===== config.mk =====
export PLATFORM = sky130hd
export DESIGN_NAME = pipe_stage_reg
export DESIGN_NICKNAME = d
export VERILOG_FILES = /design/src/rtl/pipe_pkg.sv /design/src/rtl/pipe_skid_buf.sv /design/src/rtl/pipe_stage_reg.sv
export SDC_FILE = /design/constraint.sdc
export NUM_CORES = 1
export LEC_CHECK = 0
export ABC_AREA = 1
export ABC_CLOCK_PERIOD_IN_PS = 1100
export BUFFER_PORTS_ARGS = -buffer_cell sky130_fd_sc_hd__buf_2
export CORE_MARGIN = 5
export CORE_UTILIZATION = 45
export CTS_CLUSTER_DIAMETER = 150
export DETAILED_ROUTE_END_ITERATION = 10
export PLACE_DENSITY = 0.92
export SLEW_MARGIN = 20
export SYNTH_ARGS = -nofsm -noshare
export SYNTH_HDL_FRONTEND = slang
export SYNTH_SLANG_ARGS = --single-unit

===== constraint.sdc =====
create_clock -name clk -period 1.1 [get_ports clk]
set_input_delay 0.165 -clock clk [delete_from_list [all_inputs] [get_ports clk]]
set_output_delay 0.165 -clock clk [all_outputs]
set_load 0.03 [all_outputs]

===== src/rtl/pipe_pkg.sv =====
// Shared constants for the elastic pipeline-stage register.
// Describes the MEM/WB payload layout: m2reg in the MSB, then wreg, rn, mo,
// with alu_result in the LSBs.
package pipe_pkg;

    localparam int CTRL_W    = 2;
    localparam int RN_W      = 5;
    localparam int WORD_W    = 32;

    localparam int ALU_LSB   = 0;
    localparam int MO_LSB    = ALU_LSB + WORD_W;
    localparam int RN_LSB    = MO_LSB + WORD_W;
    localparam int WREG_BIT  = RN_LSB + RN_W;
    localparam int M2REG_BIT = WREG_BIT + 1;

    localparam int PIPE_DW   = CTRL_W + RN_W + 2 * WORD_W;

    typedef struct packed {
        logic              m2reg;
        logic              wreg;
        logic [RN_W-1:0]   rn;
        logic [WORD_W-1:0] mo;
        logic [WORD_W-1:0] alu_result;
    } memwb_t;

    // Packs the MEM/WB fields into the opaque stage payload.
    function automatic logic [PIPE_DW-1:0] pack_memwb(
        input logic              m2reg,
        input logic              wreg,
        input logic [RN_W-1:0]   rn,
        input logic [WORD_W-1:0] mo,
        input logic [WORD_W-1:0] alu_result
    );
        memwb_t f;
        f.m2reg      = m2reg;
        f.wreg       = wreg;
        f.rn         = rn;
        f.mo         = mo;
        f.alu_result = alu_result;
        return f;
    endfunction

endpackage


===== src/rtl/pipe_skid_buf.sv =====
// Skid entry for pipe_stage_reg. Catches the one payload accepted while the
// main register is stalled, so that upstream ready comes from a flop instead
// of the downstream ready.
module pipe_skid_buf
    import pipe_pkg::*;
#(
    parameter int               DW      = PIPE_DW,
    parameter logic [DW-1:0]    RST_VAL = '0
) (
    input  logic          clk,
    input  logic          clrn,
    input  logic          i_flush,
    input  logic          i_load,
    input  logic          i_drain,
    input  logic [DW-1:0] i_data,
    output logic          o_sv,
    output logic [DW-1:0] o_sd,
    output logic          o_ready
);

    logic          r_sv;
    logic [DW-1:0] r_sd;

    // Skid valid/payload: flush wins, then capture on stall, clear on drain.
    always_ff @(posedge clk or negedge clrn) begin
        if (!clrn) begin
            r_sv <= 1'b0;
            r_sd <= RST_VAL;
        end else if (i_flush) begin
            r_sv <= 1'b0;
        end else if (i_load) begin
            r_sv <= 1'b1;
            r_sd <= i_data;
        end else if (i_drain) begin
            r_sv <= 1'b0;
        end
    end

    assign o_sv    = r_sv;
    assign o_sd    = r_sd;
    assign o_ready = ~r_sv;

endmodule


===== src/rtl/pipe_stage_reg.sv =====
// Elastic valid/ready pipeline-stage register with stall and synchronous flush.
// Build option PIPE_SKID_EN adds a skid entry (pipe_skid_buf) so in_ready is
// driven from a flop; without it in_ready is combinational from out_ready.
module pipe_stage_reg
    import pipe_pkg::*;
#(
    parameter int               DW      = PIPE_DW,
    parameter logic [DW-1:0]    RST_VAL = '0
) (
    input  logic          clk,
    input  logic          clrn,
    input  logic          flush,
    input  logic          in_valid,
    output logic          in_ready,
    input  logic [DW-1:0] in_data,
    output logic          out_valid,
    input  logic          out_ready,
    output logic [DW-1:0] out_data
);

    logic          r_mv;
    logic [DW-1:0] r_md;

    logic          w_xfer_in;
    logic          w_xfer_out;
    logic          w_m_load;
    logic [DW-1:0] w_m_data;

    assign w_xfer_out = r_mv & out_ready;
    // A flushed cycle never captures, even when the handshake completes.
    assign w_xfer_in  = in_valid & in_ready & ~flush;

`ifdef PIPE_SKID_EN
    logic          w_sv;
    logic [DW-1:0] w_sd;
    logic          w_skid_ready;
    logic          w_skid_load;
    logic          w_skid_drain;

    // Accepting while the main register is stalled parks the payload in skid.
    assign w_skid_load  = w_xfer_in & r_mv & ~out_ready;
    assign w_skid_drain = w_xfer_out & w_sv;

    pipe_skid_buf #(
        .DW      (DW),
        .RST_VAL (RST_VAL)
    ) u_skid (
        .clk     (clk),
        .clrn    (clrn),
        .i_flush (flush),
        .i_load  (w_skid_load),
        .i_drain (w_skid_drain),
        .i_data  (in_data),
        .o_sv    (w_sv),
        .o_sd    (w_sd),
        .o_ready (w_skid_ready)
    );

    assign in_ready = w_skid_ready;
    // Skid is older than anything upstream, so it refills mreg first.
    // While skid is full in_ready is low, so the two sources never collide.
    assign w_m_load = w_skid_drain | (w_xfer_in & ~w_skid_load);
    assign w_m_data = w_sv ? w_sd : in_data;
`else
    assign in_ready = ~r_mv | out_ready;
    assign w_m_load = w_xfer_in;
    assign w_m_data = in_data;
`endif

    // Main register: flush clears valid only, load replaces, drain empties.
    always_ff @(posedge clk or negedge clrn) begin
        if (!clrn) begin
            r_mv <= 1'b0;
            r_md <= RST_VAL;
        end else if (flush) begin
            r_mv <= 1'b0;
        end else if (w_m_load) begin
            r_mv <= 1'b1;
            r_md <= w_m_data;
        end else if (w_xfer_out) begin
            r_mv <= 1'b0;
        end
    end

    assign out_valid = r_mv;
    assign out_data  = r_md;

endmodule


==> flow_metrics.tcl, run 1 <==
set metrics [dict create \
    slew_viol_final 0 \
    port_buffers 148 \
    rsz0062_at_grt "true" \
    grt_pass1_wl_um 11700 \
    cts_tree "done" \
    internal-power_mw 5.11 \
    max_freq_ghz 0.842 \
    min_from "flush" \
    rr_endpoint "out_data[63]$_DFFE_PN0P_" \
    cts_made_buffers 9 \
    io_pins 149 \
    cp-start-kind "flop" \
    hpwl_um 5090 \
    crit_path_frequent_cell "buf_6" \
    ys_top_cells_by_area "dfrtp_1, nand2_1, nand3_1" \
    postLayoutCoreUtil_pct 66.7 \
    synth_top_flop_cell "dfrtp_1" \
    tns_ps -2830 \
    area.growth.synth_to_final_pct 46.8 \
    num_vias 2704 \
    violations "setup timing" \
    hold_viol 0 \
    cellPowerDensity_nw_per_um2 1840 \
    min_period_ps 1190 \
    synth_common_cells "nand2_1, dfrtp_1, nand3_1, buf_2, inv_2" \
    switching_share_pct 33.4 \
    crit_path_top_delay_cell "dfrtp_2" \
    grt_pass1_vias 2557 \
    combPwrFrac_pct 28.0 \
    die_x_um 89.4 \
    setup_viol_count_final 71 \
    seqPwrFrac_pct 42.4 \
    skew_ps 6.97 \
    tightest_slew_ps 373 \
    wl_per_cell_um 14.2 \
    worstReg2RegStart "out_valid$_DFFE_PN0P_" \
    crit_type "reg2out" \
    cp.required_ps 940 \
    status "finished, violations left" \
    synth_area_leader_cell "dfrtp_1" \
    hold_path.class "in2reg" \
    core-area_um2 6240 \
    htreeDepth 3 \
    initial_utilization_pct 45.4 \
    cpPeakStageDelay_ps 420 \
    num_antenna_cells 0 \
    min_to "out_valid$_DFFE_PN0P_" \
    synthCells 313 \
    cp_num_buf_inv 2 \
    syn_avg_cell_area_um2 9.06 \
    routed_via_density 4.91 \
    antenna_found_initial 0 \
    die_h_um 89.4 \
    irDropWorstVdd_v 0.00101 \
    nNetsFinal 545 \
    relSlewSlack_pct 75.1 \
    yosysUniqueCellTypes 9 \
    clk_path_buf_depth 2 \
    cts.clk_slew.worst_paths_ps 70 \
    routed_wl_um 7840 \
    synth_seq_cells 72 \
    ant_nets 0 \
    synth-async-reset-ratio_pct 100 \
    cts_sinks 72 \
    fp.dieArea_um2 7990 \
    worstRegToRegCells 6 \
    drv_cap 0 \
    drtIter0Drc 141 \
    synth_most_common_cell "nand2_1" \
    netlist.area_leader.share_pct 63.5 \
    gp_congestion 0.724 \
    rows 29 \
    r2r_slack_ps -70 \
    first_pass_iters 4 \
    crit_path_end_kind "output pin" \
    cp_max_fo 2 \
    p_clk_share_pct 29.5 \
    drive_gt1_share_pct 39.7 \
    gr-total-overflow 0 \
    drc 0 \
    post-route-worst-setup-slack_ps -88.2 \
    grt_start_max_net_pins 73 \
    netlist_area_um2 2840 \
    min_path_cells 2 \
    synth_edf_count 0 \
    power.switching_mw 2.56 \
    leakage_nw 2.41 \
    arrival_ps 1020 \
    finalCritPeriodShare_pct 108 \
    root_buffer "clkbuf_8" \
    cp_cell_sequence "nand2_4 > buf_6 > buf_6" \
    critPathLaunch "out_valid$_DFFE_PN0P_" \
    cp_top_family "flip-flops" \
    synth_nets 389 \
    yosys_warnings 0 \
    grt_usage_pct 18.9 \
    synth-seq-area-share_pct 63.5 \
    insertion_delay_ps 320 \
]
-- cell families (layout without fill, tap and decap cells) --
group	after synthesis	in the layout	share of synthesized area [%]
simple gates	216	216	32.1
compound gates	1	1	0.176
buf+inv	24	185	4.23
flops	72	72	63.5
-- metal layers --
metal | track usage, % | part of all wire, %
met5 | 0 | 0
met3 | 4.33 | 8.1
met2 | 32.5 | 51
met4 | 6.90 | 1.4
met1 | 23.4 | 39
-- flip-flops by register name, indices dropped and copies added (netlist names) --
| signal | flops |
|---|---|
| out_data | 71 |
| out_valid | 1 |
-- cell type report --
class                      count  area, um2
multi-input combinational    217        936
clock buffer                  10        138
inverter                       2       7.51
sequential                    72       1800
tap                           77       96.3
timing repair buffer         167       1100
fill                         508       2080
clock inverter                 6       82.6
-- worst max path at each step --
stage                               end  cells past startpoint
6_report                       in_ready                      3
4_1_cts                        in_ready                      3
5_1_grt                        in_ready                      3
3_5_place_dp   out_data[45]$_DFFE_PN0P_                      4
2_1_floorplan   out_data[0]$_DFFE_PN0P_                      5
3_3_place_gp   out_data[61]$_DFFE_PN0P_                      4
-- power by group through the flow --
stage / logic [mW] / registers [mW] / clock network, mW
2_1_floorplan: 0.432 / 4.05 / 0
3_3_place_gp: 1.91 / 3.26 / 0
3_5_place_dp: 1.95 / 3.28 / 0
4_1_cts: 1.97 / 3.23 / 2.32
5_1_grt: 2.32 / 3.29 / 2.43
6_report: 2.15 / 3.25 / 2.26
-- per-stage QoR --
stage | area [um2] | instances | power, mW | setup slack, ps | hold WS [ps]
after floorplan | 2840 | 313 | 4.48 | -3.54 | -131
after global placement | 3680 | 523 | 5.17 | 35.1 | 200
after detailed placement | 3680 | 523 | 5.23 | -16.7 | 203
after CTS | 3960 | 542 | 7.53 | -111 | 9.01
after global routing | 4170 | 551 | 8.05 | -143 | 7.32
final | 4170 | 551 | 7.67 | -88.2 | 26.9
-- timing repair --
action | CTS | global route
setup buffers | 2 | 7
hold buffers | 1 | 0
gates resized for setup | 7 | 66
pin swaps | 1 | 0
setup endpoints to repair | 12 | 103
endpoints found under the hold margin | 72 | 0
cloned | 0 | 2
-- cells in the final DEF, fill, tap and decap left out --
cell type / count
clkbuf_8: 10
dfrtp_1: 71
clkinv_2: 3
nand2_1: 142
clkinvlp_4: 1
nor2_4: 1
bufinv_16: 2
buf_12: 6
nand2_8: 1
buf_4: 34
nand3_1: 71
nand2_4: 1
dfrtp_2: 1
buf_6: 7
dlygate4sd3_1: 1
inv_2: 2
clkbuf_16: 2
clkbuf_4: 1
buf_2: 116
a21oi_1: 1
No activity file was read; power rests on OpenSTA's default activity.
==> inputs of run 2 (changes only) <==
- ABC_CLOCK_PERIOD_IN_PS: 1100 -> 1300
- clock period: 1.1 -> 1.3 ns (I/O delays scaled with it)
==> flow_metrics.tcl, run 2 (synthesized netlist as in run 1, its figures left out) <==
set metrics [dict create \
    cp_top_family "flip-flops" \
    ant_nets 0 \
    max_freq_ghz 0.812 \
    initial_utilization_pct 45.4 \
    cts.clk_slew.worst_paths_ps 60 \
    wl_per_cell_um 13.8 \
    num_antenna_cells 0 \
    setup_viol_count_final 0 \
    fp.dieArea_um2 7990 \
    drtIter0Drc 81 \
    cp_cell_sequence "nand2_2 > buf_12 > buf_6" \
    largest_reg_flops 71 \
    layout_common_cells "buf_2, nand2_1, dfrtp_1, nand3_1, clkbuf_8" \
    status "finished clean" \
    cts_tree "done" \
    final_common_cell "buf_2" \
    insertion_delay_ps 320 \
    hold_viol 0 \
    port_buffers 148 \
    arrival_ps 1040 \
    cts_made_buffers 9 \
    irDropWorstVdd_v 0.000859 \
    min_period_ps 1230 \
    grt_pass1_wl_um 11800 \
    slew_viol_final 0 \
    grt_usage_pct 19.1 \
    gp_congestion 0.735 \
    crit_path_top_delay_cell "dfrtp_1" \
    skew_ps 8.30 \
    relSlewSlack_pct 74.9 \
    antenna_found_initial 0 \
    hold_path.class "in2reg" \
    drv_cap 0 \
    cp.required_ps 1110 \
    crit_type "reg2out" \
    place_ws_ps 113 \
    rows 29 \
    post-route-worst-setup-slack_ps 69.2 \
    htreeDepth 3 \
    cts_sinks 72 \
    grt_start_max_net_pins 73 \
    die_h_um 89.4 \
    root_buffer "clkbuf_8" \
    leakage_nw 2.34 \
    cp-start-kind "flop" \
    io_pins 149 \
    area.growth.synth_to_final_pct 40.1 \
    gr-total-overflow 0 \
    die_x_um 89.4 \
    first_pass_iters 4 \
    hpwl_um 5300 \
    routed_wl_um 7520 \
    tns_ps 0 \
    finalCritPeriodShare_pct 94.7 \
    cp_max_fo 3 \
    clk_path_buf_depth 2 \
    crit_path_end_kind "output pin" \
    drc 0 \
    cellPowerDensity_nw_per_um2 1540 \
    routed_via_density 4.91 \
    drive_gt1_share_pct 38.6 \
    cpPeakStageDelay_ps 390 \
    rsz0062_at_grt "false" \
    cp_num_buf_inv 2 \
    num_vias 2679 \
    grt_pass1_vias 2599 \
    core-area_um2 6240 \
    tightest_slew_ps 376 \
    nNetsFinal 540 \
]
[run 2: changes by cell type in the layout (fill, tap and decap cells not counted), moves of 2 or more]
| cell | delta |
|---|---|
| buf_2 | +31 |
| buf_4 | -27 |
| buf_6 | -6 |
| clkbuf_1 | +2 |
| clkbuf_16 | -2 |
[run 2: metal layers]
| layer | vias to the layer above | wire length [um] | share of wire (%) | global-route usage, % |
|---|---|---|---|---|
| li1 | 1299 | - | - | - |
| met1 | 1267 | 3050 | 41 | 24.0 |
| met2 | 109 | 3800 | 51 | 32.5 |
| met3 | 4 | 618 | 8.2 | 3.96 |
| met4 | 0 | 48 | 0.64 | 7.17 |
| met5 | - | 0 | 0 | 0 |
[run 2: cell type report]
class,instances,area [um2]
Clock buffer,13,159
Clock inverter,3,40.0
Fill cell,527,2270
Inverter,2,7.51
Multi-Input combinational cell,217,927
Sequential cell,72,1800
Tap cell,77,96.3
Timing Repair Buffer,162,942
[run 2: worst paths after layout]
| kind | start | to | slack (ps) | cells past startpoint |
|---|---|---|---|---|
| max in group asynchronous | clrn | out_valid$_DFFE_PN0P_ | 570 | 3 |
| min in group asynchronous | clrn | out_data[8]$_DFFE_PN0P_ | 430 | 3 |
| min reg2reg | out_data[20]$_DFFE_PN0P_ | out_data[20]$_DFFE_PN0P_ | 470 | 2 |
| max | out_valid$_DFFE_PN0P_ | in_ready | 70 | 3 |
| max reg2reg | out_valid$_DFFE_PN0P_ | out_data[25]$_DFFE_PN0P_ | 80 | 6 |
| min | flush | out_valid$_DFFE_PN0P_ | 80 | 2 |
[run 2: power breakdown]
group          internal [mW]  switching (mW)
logic                  0.502            1.16
registers               2.56           0.177
clock network          0.988           0.747
total                   4.05            2.09
[run 2: per-stage QoR]
stage                     util [%]  cells  cell area [um2]  total power [mW]  hold slack [ps]
final                         63.7    546             3970              6.14             76.9
after floorplan                  -    313             2840              3.79             -101
after CTS                     63.3    545             3950              6.21             56.9
after detailed placement      58.9    523             3680              4.42              251
after global routing          63.7    546             3970              6.47             62.8
after global placement        58.9    523             3680              4.37              244
[run 2: repair_timing]
| item | CTS | global route |
|---|---|---|
| setup buffers | 4 | 1 |
| pin swaps | 1 | 1 |
| gates resized for setup | 1 | 3 |
| hold buffers | 1 | 0 |
| cloned | 1 | 0 |
| endpoints found under the setup margin | 1 | 15 |
| hold endpoints to repair | 72 | 0 |
